### config.mk
export PLATFORM = sky130hd
export DESIGN_NAME = reflector_prog
export DESIGN_NICKNAME = d
export VERILOG_FILES = /design/src/rtl/reflector_pkg.sv /design/src/rtl/reflector_bank.sv /design/src/rtl/reflector_prog.sv
export SDC_FILE = /design/constraint.sdc
export NUM_CORES = 1
export LEC_CHECK = 0
export ABC_AREA = 1
export CELL_PAD_IN_SITES_DETAIL_PLACEMENT = 1
export CELL_PAD_IN_SITES_GLOBAL_PLACEMENT = 1
export CORE_MARGIN = 5
export CORE_UTILIZATION = 42
export CTS_BUF_LIST = sky130_fd_sc_hd__clkbuf_16
export DETAILED_ROUTE_END_ITERATION = 7
export GPL_TIMING_DRIVEN = 1
export PLACE_DENSITY = 0.73
export RECOVER_POWER = 100
export SKIP_LAST_GASP = 1
export SLEW_MARGIN = 20
export SYNTH_ARGS = -nofsm -noshare
export SYNTH_HDL_FRONTEND = slang
export SYNTH_HIERARCHICAL = 1
export SYNTH_SLANG_ARGS = --single-unit
### constraint.sdc
create_clock -name clk -period 3.05 [get_ports clk]
set_input_delay 0.61 -clock clk [delete_from_list [all_inputs] [get_ports clk]]
set_output_delay 0.61 -clock clk [all_outputs]
set_load 0.01 [all_outputs]
### src/rtl/reflector_pkg.sv
// reflector_pkg: shared definitions for the programmable reflector.
//   - symbol constants SYM_A..SYM_Z (0..25)
//   - state_e: configuration FSM states
//   - ukw_b(idx): historical wiring B partner of a symbol
//   - default_pair(idx, n): reset-time partner for an n-symbol alphabet
package reflector_pkg;

   localparam int SYM_A = 0;
   localparam int SYM_B = 1;
   localparam int SYM_C = 2;
   localparam int SYM_D = 3;
   localparam int SYM_E = 4;
   localparam int SYM_F = 5;
   localparam int SYM_G = 6;
   localparam int SYM_H = 7;
   localparam int SYM_I = 8;
   localparam int SYM_J = 9;
   localparam int SYM_K = 10;
   localparam int SYM_L = 11;
   localparam int SYM_M = 12;
   localparam int SYM_N = 13;
   localparam int SYM_O = 14;
   localparam int SYM_P = 15;
   localparam int SYM_Q = 16;
   localparam int SYM_R = 17;
   localparam int SYM_S = 18;
   localparam int SYM_T = 19;
   localparam int SYM_U = 20;
   localparam int SYM_V = 21;
   localparam int SYM_W = 22;
   localparam int SYM_X = 23;
   localparam int SYM_Y = 24;
   localparam int SYM_Z = 25;

   typedef enum logic [1:0] {
      ST_IDLE  = 2'd0,
      ST_CLEAR = 2'd1,
      ST_LOAD  = 2'd2,
      ST_CHECK = 2'd3
   } state_e;

   // Wiring B, listed in both directions so any index resolves directly.
   function automatic int ukw_b(input int idx);
      case (idx)
         SYM_A: return SYM_Y;   SYM_Y: return SYM_A;
         SYM_B: return SYM_R;   SYM_R: return SYM_B;
         SYM_C: return SYM_U;   SYM_U: return SYM_C;
         SYM_D: return SYM_H;   SYM_H: return SYM_D;
         SYM_E: return SYM_Q;   SYM_Q: return SYM_E;
         SYM_F: return SYM_S;   SYM_S: return SYM_F;
         SYM_G: return SYM_L;   SYM_L: return SYM_G;
         SYM_I: return SYM_P;   SYM_P: return SYM_I;
         SYM_J: return SYM_X;   SYM_X: return SYM_J;
         SYM_K: return SYM_N;   SYM_N: return SYM_K;
         SYM_M: return SYM_O;   SYM_O: return SYM_M;
         SYM_T: return SYM_Z;   SYM_Z: return SYM_T;
         SYM_V: return SYM_W;   SYM_W: return SYM_V;
         default: return idx;
      endcase
   endfunction

   // Only the 26-symbol alphabet has a historical wiring; other sizes
   // fall back to neighbour swapping, which is a valid involution for even n.
   function automatic int default_pair(input int idx, input int n);
      if (n == 26) return ukw_b(idx);
      return idx ^ 1;
   endfunction

endpackage

### src/rtl/reflector_bank.sv
// reflector_bank: one pairing table plus its used-bit vector.
//   clk, reset          : clock, synchronous active-high reset (loads default)
//   wr_en_i/wr_a_i/wr_b_i: write table[a]=b and table[b]=a, set both used bits
//   clr_en_i/clr_idx_i  : clear one used bit
//   rd_idx_i/rd_sym_o   : combinational table read (0 when index out of range)
//   used_o              : used-bit vector
// Callers guarantee write/clear indices are in range.
module reflector_bank
   import reflector_pkg::*;
#(
   parameter int N_SYMBOLS = 26,
   parameter int SYM_W     = $clog2(N_SYMBOLS)
) (
   input  logic                 clk,
   input  logic                 reset,
   input  logic                 wr_en_i,
   input  logic [SYM_W-1:0]     wr_a_i,
   input  logic [SYM_W-1:0]     wr_b_i,
   input  logic                 clr_en_i,
   input  logic [SYM_W-1:0]     clr_idx_i,
   input  logic [SYM_W-1:0]     rd_idx_i,
   output logic [SYM_W-1:0]     rd_sym_o,
   output logic [N_SYMBOLS-1:0] used_o
);

   logic [SYM_W-1:0]     tbl_q [N_SYMBOLS];
   logic [N_SYMBOLS-1:0] used_q;

   always_ff @(posedge clk) begin
      if (reset) begin
         for (int i = 0; i < N_SYMBOLS; i++) begin
            tbl_q[i] <= SYM_W'(default_pair(i, N_SYMBOLS));
         end
         used_q <= '0;
      end else begin
         if (wr_en_i) begin
            tbl_q[wr_a_i]  <= wr_b_i;
            tbl_q[wr_b_i]  <= wr_a_i;
            used_q[wr_a_i] <= 1'b1;
            used_q[wr_b_i] <= 1'b1;
         end
         if (clr_en_i) begin
            used_q[clr_idx_i] <= 1'b0;
         end
      end
   end

   always_comb begin
      rd_sym_o = '0;
      if (int'(rd_idx_i) < N_SYMBOLS) begin
         rd_sym_o = tbl_q[rd_idx_i];
      end
   end

   assign used_o = used_q;

endmodule

### src/rtl/reflector_prog.sv
// reflector_prog: programmable double-banked reflector.
//   Lookup : in_valid/in_sym -> out_valid/out_sym/out_err, 1-cycle latency,
//            no backpressure.
//   Config : cfg_start begins a shadow load (CLEAR then LOAD), pairs are
//            offered on cfg_valid/cfg_a/cfg_b, cfg_commit validates and swaps.
//            Status: busy, cfg_done (1-cycle pulse), cfg_err (sticky).
//   Debug  : dbg_state exposes the FSM state register.
// Handshake: a pair transfers on a rising edge where cfg_valid && cfg_ready;
// cfg_ready depends only on the FSM state (high throughout LOAD), never on
// cfg_valid, so the offerer may hold a pair steady until it is taken.
module reflector_prog
   import reflector_pkg::*;
#(
   parameter int N_SYMBOLS = 26,
   parameter int SYM_W     = $clog2(N_SYMBOLS)
) (
   input  logic             clk,
   input  logic             reset,
   input  logic             in_valid,
   input  logic [SYM_W-1:0] in_sym,
   output logic             out_valid,
   output logic [SYM_W-1:0] out_sym,
   output logic             out_err,
   input  logic             cfg_start,
   input  logic             cfg_valid,
   output logic             cfg_ready,
   input  logic [SYM_W-1:0] cfg_a,
   input  logic [SYM_W-1:0] cfg_b,
   input  logic             cfg_commit,
   output logic             busy,
   output logic             cfg_done,
   output logic             cfg_err,
   output logic [1:0]       dbg_state
);

   localparam int PC_W = $clog2(N_SYMBOLS/2 + 1);

   state_e           state_q, state_d;
   logic [SYM_W-1:0] clr_idx_q, clr_idx_d;
   logic [PC_W-1:0]  pair_cnt_q, pair_cnt_d;
   logic             cfg_err_q, cfg_err_d;
   logic             sel_q, sel_d;        // index of the active bank
   logic             cfg_done_q, cfg_done_d;

   logic             out_valid_q, out_err_q;
   logic [SYM_W-1:0] out_sym_q;

   logic             sh_wr_en, sh_clr_en;
   logic [SYM_W-1:0] rd_sym0, rd_sym1, active_sym;
   logic [N_SYMBOLS-1:0] used0, used1, used_sh;

   logic a_in_range, b_in_range, in_in_range;
   logic used_a, used_b, pair_ok;

   // ---------------- banks ----------------
   // The shadow bank is whichever one sel_q does not point at.
   reflector_bank #(.N_SYMBOLS(N_SYMBOLS), .SYM_W(SYM_W)) u_bank0 (
      .clk       (clk),
      .reset     (reset),
      .wr_en_i   (sh_wr_en & sel_q),
      .wr_a_i    (cfg_a),
      .wr_b_i    (cfg_b),
      .clr_en_i  (sh_clr_en & sel_q),
      .clr_idx_i (clr_idx_q),
      .rd_idx_i  (in_sym),
      .rd_sym_o  (rd_sym0),
      .used_o    (used0)
   );

   reflector_bank #(.N_SYMBOLS(N_SYMBOLS), .SYM_W(SYM_W)) u_bank1 (
      .clk       (clk),
      .reset     (reset),
      .wr_en_i   (sh_wr_en & ~sel_q),
      .wr_a_i    (cfg_a),
      .wr_b_i    (cfg_b),
      .clr_en_i  (sh_clr_en & ~sel_q),
      .clr_idx_i (clr_idx_q),
      .rd_idx_i  (in_sym),
      .rd_sym_o  (rd_sym1),
      .used_o    (used1)
   );

   assign active_sym = sel_q ? rd_sym1 : rd_sym0;
   assign used_sh    = sel_q ? used0   : used1;

   // ---------------- pair checks ----------------
   assign a_in_range  = int'(cfg_a)  < N_SYMBOLS;
   assign b_in_range  = int'(cfg_b)  < N_SYMBOLS;
   assign in_in_range = int'(in_sym) < N_SYMBOLS;

   // Used bits are only looked up for in-range symbols.
   assign used_a  = a_in_range ? used_sh[cfg_a] : 1'b0;
   assign used_b  = b_in_range ? used_sh[cfg_b] : 1'b0;
   assign pair_ok = a_in_range && b_in_range && (cfg_a != cfg_b) && !used_a && !used_b;

   // ---------------- FSM ----------------
   always_comb begin
      state_d    = state_q;
      clr_idx_d  = clr_idx_q;
      pair_cnt_d = pair_cnt_q;
      cfg_err_d  = cfg_err_q;
      sel_d      = sel_q;
      cfg_done_d = 1'b0;
      sh_wr_en   = 1'b0;
      sh_clr_en  = 1'b0;

      case (state_q)
         ST_IDLE: begin
            if (cfg_start) begin
               state_d    = ST_CLEAR;
               clr_idx_d  = '0;
               pair_cnt_d = '0;
               cfg_err_d  = 1'b0;
            end
         end
         ST_CLEAR: begin
            sh_clr_en  = 1'b1;
            clr_idx_d  = clr_idx_q + SYM_W'(1);
            pair_cnt_d = '0;
            cfg_err_d  = 1'b0;
            if (clr_idx_q == SYM_W'(N_SYMBOLS - 1)) begin
               state_d = ST_LOAD;
            end
         end
         ST_LOAD: begin
            if (cfg_start) begin
               // Restart wins over any pair or commit in the same cycle.
               state_d    = ST_CLEAR;
               clr_idx_d  = '0;
               pair_cnt_d = '0;
               cfg_err_d  = 1'b0;
            end else begin
               if (cfg_valid) begin
                  if (pair_ok) begin
                     sh_wr_en   = 1'b1;
                     pair_cnt_d = pair_cnt_q + PC_W'(1);
                  end else begin
                     cfg_err_d = 1'b1;
                  end
               end
               // A same-cycle pair lands in pair_cnt/cfg_err before CHECK reads them.
               if (cfg_commit) begin
                  state_d = ST_CHECK;
               end
            end
         end
         ST_CHECK: begin
            cfg_done_d = 1'b1;
            state_d    = ST_IDLE;
            if (!cfg_err_q && (pair_cnt_q == PC_W'(N_SYMBOLS/2))) begin
               sel_d = ~sel_q;
            end
         end
         default: state_d = ST_IDLE;
      endcase
   end

   always_ff @(posedge clk) begin
      if (reset) begin
         state_q    <= ST_IDLE;
         clr_idx_q  <= '0;
         pair_cnt_q <= '0;
         cfg_err_q  <= 1'b0;
         sel_q      <= 1'b0;
         cfg_done_q <= 1'b0;
      end else begin
         state_q    <= state_d;
         clr_idx_q  <= clr_idx_d;
         pair_cnt_q <= pair_cnt_d;
         cfg_err_q  <= cfg_err_d;
         sel_q      <= sel_d;
         cfg_done_q <= cfg_done_d;
      end
   end

   // ---------------- lookup register ----------------
   // Reads through the currently selected bank, so a swap takes effect for
   // lookups sampled on the edge after sel_q changes.
   always_ff @(posedge clk) begin
      if (reset) begin
         out_valid_q <= 1'b0;
         out_sym_q   <= '0;
         out_err_q   <= 1'b0;
      end else begin
         out_valid_q <= in_valid;
         out_err_q   <= in_valid && !in_in_range;
         if (in_valid) begin
            out_sym_q <= in_in_range ? active_sym : in_sym;
         end
      end
   end

   assign out_valid = out_valid_q;
   assign out_sym   = out_sym_q;
   assign out_err   = out_err_q;
   assign cfg_ready = (state_q == ST_LOAD);
   assign busy      = (state_q != ST_IDLE);
   assign cfg_done  = cfg_done_q;
   assign cfg_err   = cfg_err_q;
   assign dbg_state = state_q;

endmodule

=== Yosys cells after proc, flatten, opt, wreduce, memory -nomap -nowiden ===
Memory sizes are Yosys's and may differ from the RTL's.
Index checks and enable logic that the tools add are counted.

* Flip-flop bits (word level): 73
* RAM bits: 260
* Input port bits: 21
* Output and inout bits: 13
* Word-level logic and storage cells: 193
* Memories kept: 2

* $add $sub $neg: 2
* $lt $le $gt $ge: 9
* Equal/unequal tests: 13
* Mux-type cells: 117
* Bitwise logic cells: 12
* Reductions and logical operators: 27

{| class="wikitable"
|+ Memory list
! name !! depth !! width !! rd ports !! clocked after memory_dff !! wr ports !! line !! source
|-
| u_bank0.tbl_q || 26 || 5 || 1 || 0 || 26 || reflector_bank.sv:26 || <nowiki>logic [SYM_W-1:0] tbl_q [N_SYMBOLS];</nowiki>
|-
| u_bank1.tbl_q || 26 || 5 || 1 || 0 || 26 || reflector_bank.sv:26 ||
|}

{| class="wikitable"
|+ Operator list
! operator !! count
|-
| 5-bit 2-to-1 mux || 49
|-
| 26-bit 2-to-1 mux || 7
|-
| 26-bit OR || 4
|-
| 26-bit AND || 2
|-
| 4-bit 2-to-1 mux || 8
|-
| 1-bit 2-to-1 mux || 30
|-
| 26-bit inverter || 1
|-
| 5-bit OR reduction || 4
|-
| 5-bit by 6-bit less-than comparator with 1-bit output, second input constant || 3
|-
| 3-bit 2-to-1 mux || 6
|-
| 2-bit 2-to-1 mux || 8
|-
| 1-bit demux with 5-bit select || 3
|-
| 5-bit by 1-bit >= comparator with 1-bit output, second input constant || 3
|-
| 5-bit less-than comparator, second input constant || 3
|-
| 4-bit one-hot mux with 3 select lines || 1
|-
| 1-bit binary-select mux with 5-bit select || 2
|-
| 5-bit one-hot mux with 2 select lines || 1
|-
| 1-bit logical AND || 9
|-
| 2-bit one-hot mux with 4 select lines || 1
|-
| 4-bit AND reduction || 2
|-
| 3-bit by 2-bit inequality test with 1-bit output, second input constant || 2
|-
| 3-bit inequality test, second input constant || 2
|-
| 5-bit by 1-bit adder with 5-bit output, second input constant || 1
|-
| 5-bit equality test, second input constant || 1
|-
| 17 further kinds || 27
|}

=== Logic depth before layout (Yosys ltp) ===
* Depth after elaboration: 17
* Mapped depth: 25
* Depth with buffers taken out: 23

=== Cells and area by module ===
Netlist, hierarchy kept.

{| class="wikitable"
|+ Modules (own cells, without submodules)
! module !! times used !! cells each !! area each (µm²) !! sequential area each (µm²)
|-
| reflector_bank (u_bank1) || 1 || 1111 || 8752.1 || 4424.2
|-
| reflector_bank (u_bank0) || 1 || 1108 || 8743.4 || 4424.2
|-
| reflector_prog || 1 || 354 || 2054.5 || 420.4
|}

=== Worst setup path after synthesis ===
Ideal clock, no wire load.

* Kind: input-to-reg
* Start: in cfg_a[0]
* End: mem u_bank1/tbl_q[24][0] (netlist name) (enable)
* Setup time: 319 ps
* Arrival time: 2708 ps
* Data required time: 2731 ps
* Path slack: 24 ps
* Stages on the path: 20
* Path buffers: 3
* Cell sequence: buf_2 -> inv_2 -> buf_2 -> nand3_1 -> nand3_1 -> nand2_1 -> nor2_1 -> nand2_1 -> nand3_2 -> nand2_2 -> nor2_4 -> nand3_2 -> nor2_1 -> buf_4 -> nand2_2 -> nor2_2 -> inv_1 -> nor2_1 -> inv_1 -> nand3_1

{| class="wikitable"
|+ RTL lines
! what !! line !! source
|-
| from (decl) || reflector_prog.sv:27 || <nowiki>input logic [SYM_W-1:0] cfg_a,</nowiki>
|-
| to (decl) || reflector_bank.sv:26 ||
|}

==> tab_implementation.tex <==
\begin{tabular}{lr}
\hline
Metric & Value \\
\hline
\multicolumn{2}{l}{\textbf{Status}} \\
\quad Result of the run & finished, violations left \\
\quad Failing checks & negative setup slack \\
\multicolumn{2}{l}{\textbf{Route}} \\
\quad Mean number of vias per cell & around 5.9 \\
\quad Routed length per placed instance & around 24 um \\
\quad Number of vias in the routed layout & 20,280 \\
\quad Wire length after detailed routing & around 83 mm \\
\quad Count of nets left with antenna violations after detail routing & 0 \\
\quad Number of design-rule violations left by the first detailed-router iteration & around 2,100 \\
\quad DRC violation count after routing & 0 \\
\quad DR pass1 iterations & 5 \\
\multicolumn{2}{l}{\textbf{Clock network}} \\
\quad Number of CTS-inserted buffers & 39 \\
\quad Number of hold buffers added after CTS & 0 \\
\quad CTS tree & built \\
\quad Clock-pin transition on the worst setup and hold timing paths & roughly 0.060 ns \\
\quad Maximum buffer depth of the clock tree & 3 \\
\quad Clock insertion delay at the later pin of the skew report & around 0.57 ns \\
\quad Htree depth & 2 \\
\quad Buffer cell driving the clock tree root & sky130\_fd\_sc\_hd\_\_clkbuf\_16 \\
\quad TritonCTS Sinks & approximately 330 \\
\multicolumn{2}{l}{\textbf{Finish}} \\
\quad Share of the core filled with cells in the final layout & between 50\% and 60\% \\
\quad Layout cell share with drive strength beyond 1 & about 24\% \\
\quad Number of diodes & 0 \\
\quad Filler-free cell count of the finished design & about 3,400 \\
\quad Nets@finish & roughly 2,800 \\
\quad Fillers & approximately 5,600 \\
\quad FF+latch area & around 0.009 mm\^{}2 \\
\quad Synth-to-Final Area Change & 27.07\% \\
\quad Final non-filler cell area & 0.02484 mm\^{}2 \\
\quad Combined area of the multi-input logic cells & roughly 0.0094 mm\^{}2 \\
\multicolumn{2}{l}{\textbf{Timing}} \\
\quad Minimum clock period & 3.052 ns \\
\quad Setup TNS after final layout & -0.002498 ns \\
\quad Slew HR & between 40\% and 50\% \\
\quad Post-route setup slack & -0.002498 ns \\
\quad Setup repair after global routing missed its margin & yes \\
\quad Total setup violations reported at the end of the flow & 1 \\
\quad Final clock period utilization by the worst path & 100.1\% \\
\quad Pin slew with the least headroom to its limit & 0.8797 ns \\
\quad Max frequency & $\sim$0.33 GHz \\
\quad Fin. Hold Viols & 0 \\
\quad Skew final & 0.01693 ns \\
\quad Worst-case hold slack & 0.4708 ns \\
\quad Total count of max-transition violations in the final report & 0 \\
\multicolumn{2}{l}{\textbf{GRT}} \\
\quad Total track usage & a little under a third \\
\quad Sum of overflow across all layers after global routing & 0 \\
\quad Pin count of the biggest net entering global routing & 53 \\
\quad Via count of the first global-routing pass & 20,680 \\
\quad Antenna violations before repair & 1 \\
\quad Wire length of the first global-routing pass & between 100 and 150 mm \\
\multicolumn{2}{l}{\textbf{Power and ir drop}} \\
\quad Leakage power & 10.27 nW \\
\quad Cell area power density & roughly 440 mW/mm\^{}2 \\
\quad PnR Total Power & about 11 mW \\
\quad IR drop worst, VDD & approximately 0.42 mV \\
\multicolumn{2}{l}{\textbf{Logic synthesis}} \\
\quad Synthesized instance count & roughly 2,600 \\
\quad Dominant combinational cell family by area after synthesis & simple AND/OR/NAND/NOR gates \\
\quad FFs w/ async S/R, synth & 0\% \\
\quad Average instance area after synthesis & 7.598 um\^{}2 \\
\quad Synthesized netlist net count & 2,598 \\
\quad Cell type with the largest total area after synthesis & sky130\_fd\_sc\_hd\_\_edfxtp\_1 \\
\quad Sequential-to-total area share from yosys stat & a little under half \\
\quad Count of cell types in the netlist & 43 \\
\quad Number of synthesized register bits & $\sim$330 \\
\quad Xor-xnor portion of the synthesized cell area & less than 1\% \\
\quad Simple-gate area share of the yosys netlist & a little over a quarter \\
\quad Share of the synthesized area in the top cell type & 39.94\% \\
\quad Synth Area in Compound Gates & between 15 and 20\% \\
\quad Top cells by area in the synthesized netlist & sky130\_fd\_sc\_hd\_\_edfxtp\_1, sky130\_fd\_sc\_hd\_\_nand2\_1, sky130\_fd\_sc\_hd\_\_nand3\_1 \\
\quad Post-synthesis cell area & just under 0.02 mm\^{}2 \\
\quad Most instantiated cells after synthesis & sky130\_fd\_sc\_hd\_\_nand2\_1, sky130\_fd\_sc\_hd\_\_inv\_1, sky130\_fd\_sc\_hd\_\_nand3\_1 \\
\quad Dominant synthesized flop cell & sky130\_fd\_sc\_hd\_\_edfxtp\_1 \\
\quad Cell with the most instances after synthesis & sky130\_fd\_sc\_hd\_\_nand2\_1 \\
\quad Arithmetic-cell share of the synthesized area counting full adders, half adders and majority gates & less than 1\% \\
\quad Proportion of synthesized area in mux cells & 0\% \\
\quad Number of flops mapped to enable cells by yosys & between 200 and 300 \\
\quad Total number of yosys warnings & 6 \\
\multicolumn{2}{l}{\textbf{Setup path}} \\
\quad Ordered list of cells on the worst path & buf\_12 -> buf\_8 -> nand2\_1 -> nand3\_1 -> nand3\_1 -> nand2\_1 -> nand2\_2 -> nand2\_1 -> nand3\_2 -> nand2\_2 -> nor2\_4 -> nand3\_4 -> nor2\_4 -> nand2\_4 -> buf\_4 -> nor2\_4 -> buf\_12 -> nand2\_2 -> o21ai\_1 -> o21ai\_0 \\
\quad Startpoint Class & flip-flop \\
\quad Critical path's slowest cell & sky130\_fd\_sc\_hd\_\_dfxtp\_4 \\
\quad Stage delay of the slowest cell on the critical path & between 0.3 and 0.4 ns \\
\quad Crit path required time & roughly 3.4 ns \\
\quad CP Capture Type & flip-flop \\
\quad CP top delay family & simple AND/OR/NAND/NOR gates \\
\quad Data arrival time of the worst path & around 3.4 ns \\
\quad Critical path start-end classification & flip-flop to flip-flop \\
\quad Worst path bufs/invs & 4 \\
\quad Largest driver fanout on the critical path & 19 \\
\multicolumn{2}{l}{\textbf{Run}} \\
\quad Max-cap viol count & 0 \\
\multicolumn{2}{l}{\textbf{Floorplan}} \\
\quad DIE AREA & 0.05096 mm\^{}2 \\
\quad Cell row count & between 70 and 80 \\
\quad Number of ports placed on the die boundary & 34 \\
\quad Horizontal die dimension & roughly 230 um \\
\quad Vert. Die Dim & between 200 and 250 um \\
\quad Core region area & between 0.04 and 0.05 mm\^{}2 \\
\quad Starting utilization of the core area & around 42\% \\
\multicolumn{2}{l}{\textbf{Placement}} \\
\quad Number of input and output port buffers inserted & 33 \\
\quad Post-placement worst setup slack & -0.7346 ns \\
\quad Post-detailed-placement half-perimeter wirelength & between 50 and 60 mm \\
\quad Cell count after placement & roughly 3,400 \\
\quad Gp weighted congestion & 0.9471 \\
\quad Placed instance area & approximately 0.022 mm\^{}2 \\
\multicolumn{2}{l}{\textbf{Min path}} \\
\quad Worst min-delay path category & flip-flop to flip-flop \\
\hline
\end{tabular}
[cells in the final DEF, fill, tap and decap left out, types with 10 or more instances in the layout]
cell,instances
sky130_fd_sc_hd__nor3_1,22
sky130_fd_sc_hd__nand2_2,93
sky130_fd_sc_hd__dfxtp_1,72
sky130_fd_sc_hd__a21oi_1,89
sky130_fd_sc_hd__nor2_2,17
sky130_fd_sc_hd__inv_2,28
sky130_fd_sc_hd__buf_12,12
sky130_fd_sc_hd__o22ai_2,32
sky130_fd_sc_hd__o211ai_1,15
sky130_fd_sc_hd__nand3_2,65
sky130_fd_sc_hd__nor2_4,24
sky130_fd_sc_hd__buf_4,273
sky130_fd_sc_hd__nand3_4,10
sky130_fd_sc_hd__clkinv_1,12
sky130_fd_sc_hd__o21ai_1,37
sky130_fd_sc_hd__o22ai_1,136
sky130_fd_sc_hd__edfxtp_1,260
sky130_fd_sc_hd__nor2_1,160
sky130_fd_sc_hd__nand4_1,15
sky130_fd_sc_hd__nand2_1,543
sky130_fd_sc_hd__o21ai_0,143
sky130_fd_sc_hd__o21a_1,10
sky130_fd_sc_hd__clkdlybuf4s50_1,12
sky130_fd_sc_hd__nand3_1,226
sky130_fd_sc_hd__nand2_4,11
sky130_fd_sc_hd__a22oi_1,21
sky130_fd_sc_hd__clkbuf_16,43
sky130_fd_sc_hd__dlygate4sd3_1,12
sky130_fd_sc_hd__inv_1,336
[repair_timing]
action	in CTS	in global routing
gates cloned	0	3
pin swaps	2	28
gates resized for setup	78	279
buffers inserted	0	6
setup endpoints to repair	477	517
[layer usage]
metal	up-vias	GRT usage (%)	wire (um)	part of all wire [%]
met3	209	5.797	7933	9.6
met4	0	8.493	2629	3.2
li1	9141	-	-	-
met2	1003	49.93	37170	45
met1	9925	43.57	34820	42
met5	-	0	0	0
[worst reg2reg max path, stage by stage, from the launching register on]
cell and delay, ns:
sky130_fd_sc_hd__dfxtp_4 0.35, sky130_fd_sc_hd__buf_12 0.14, sky130_fd_sc_hd__buf_8 0.17, sky130_fd_sc_hd__nand2_1 0.13, sky130_fd_sc_hd__nand3_1 0.11, sky130_fd_sc_hd__nand3_1 0.13
sky130_fd_sc_hd__nand2_1 0.07, sky130_fd_sc_hd__nand2_2 0.09, sky130_fd_sc_hd__nand2_1 0.07, sky130_fd_sc_hd__nand3_2 0.07, sky130_fd_sc_hd__nand2_2 0.07, sky130_fd_sc_hd__nor2_4 0.14
sky130_fd_sc_hd__nand3_4 0.13, sky130_fd_sc_hd__nor2_4 0.17, sky130_fd_sc_hd__nand2_4 0.12, sky130_fd_sc_hd__buf_4 0.17, sky130_fd_sc_hd__nor2_4 0.14, sky130_fd_sc_hd__buf_12 0.16
sky130_fd_sc_hd__nand2_2 0.11, sky130_fd_sc_hd__o21ai_1 0.14, sky130_fd_sc_hd__o21ai_0 0.09
[registers in the layout, summed over array words and instances, names as in the netlist]
| register | count |
|---|---|
| sel_q | 1 |
| u_bank1/used_o | 26 |
| out_sym | 5 |
| cfg_done | 1 |
| dbg_state | 2 |
| cfg_err | 1 |
| pair_cnt_q | 4 |
| out_valid | 1 |
| u_bank0/used_o | 26 |
| u_bank0/tbl_q | 130 |
| out_err | 1 |
| clr_idx_q | 5 |
| u_bank1/tbl_q | 130 |
[path summary, 6_finish.rpt]
check	start	end	slack, ns	cells after the start
min reg2reg	u_bank0/used_o[11]	u_bank0/used_o[11]	0.47	1
max	sel_q	u_bank1/tbl_q[11][2]	-0.002	20
min	u_bank0/used_o[11]	u_bank0/used_o[11]	0.47	1
max reg2reg	sel_q	u_bank1/tbl_q[11][2]	-0.002	20
[area by class of cell]
cell class | count | share of cell area, %
Multi-Input combinational cell | 1727 | 37.93
Tap cell | 607 | 3.057
Inverter | 368 | 5.726
Timing Repair Buffer | 330 | 11.03
Sequential cell | 333 | 37.33
Clock inverter | 29 | 0.7958
Clock buffer | 41 | 4.130
[power by group]
part | switching (mW) | internal, mW | total, mW
Combinational | 0.993 | 0.385 | 1.38
Sequential | 0.0420 | 4.96 | 5.01
Clock | 1.91 | 2.66 | 4.57
Total | 2.94 | 8.01 | 11.0
[cell families (layout without fill, tap and decap cells)]
family,count (synthesis),count (layout)
simple gates,1201,1201
fa+ha+maj,4,4
buf+inv,513,768
flops,333,333
xor+xnor,7,7
compound gates,515,515
(Power assumes the default switching activity.)
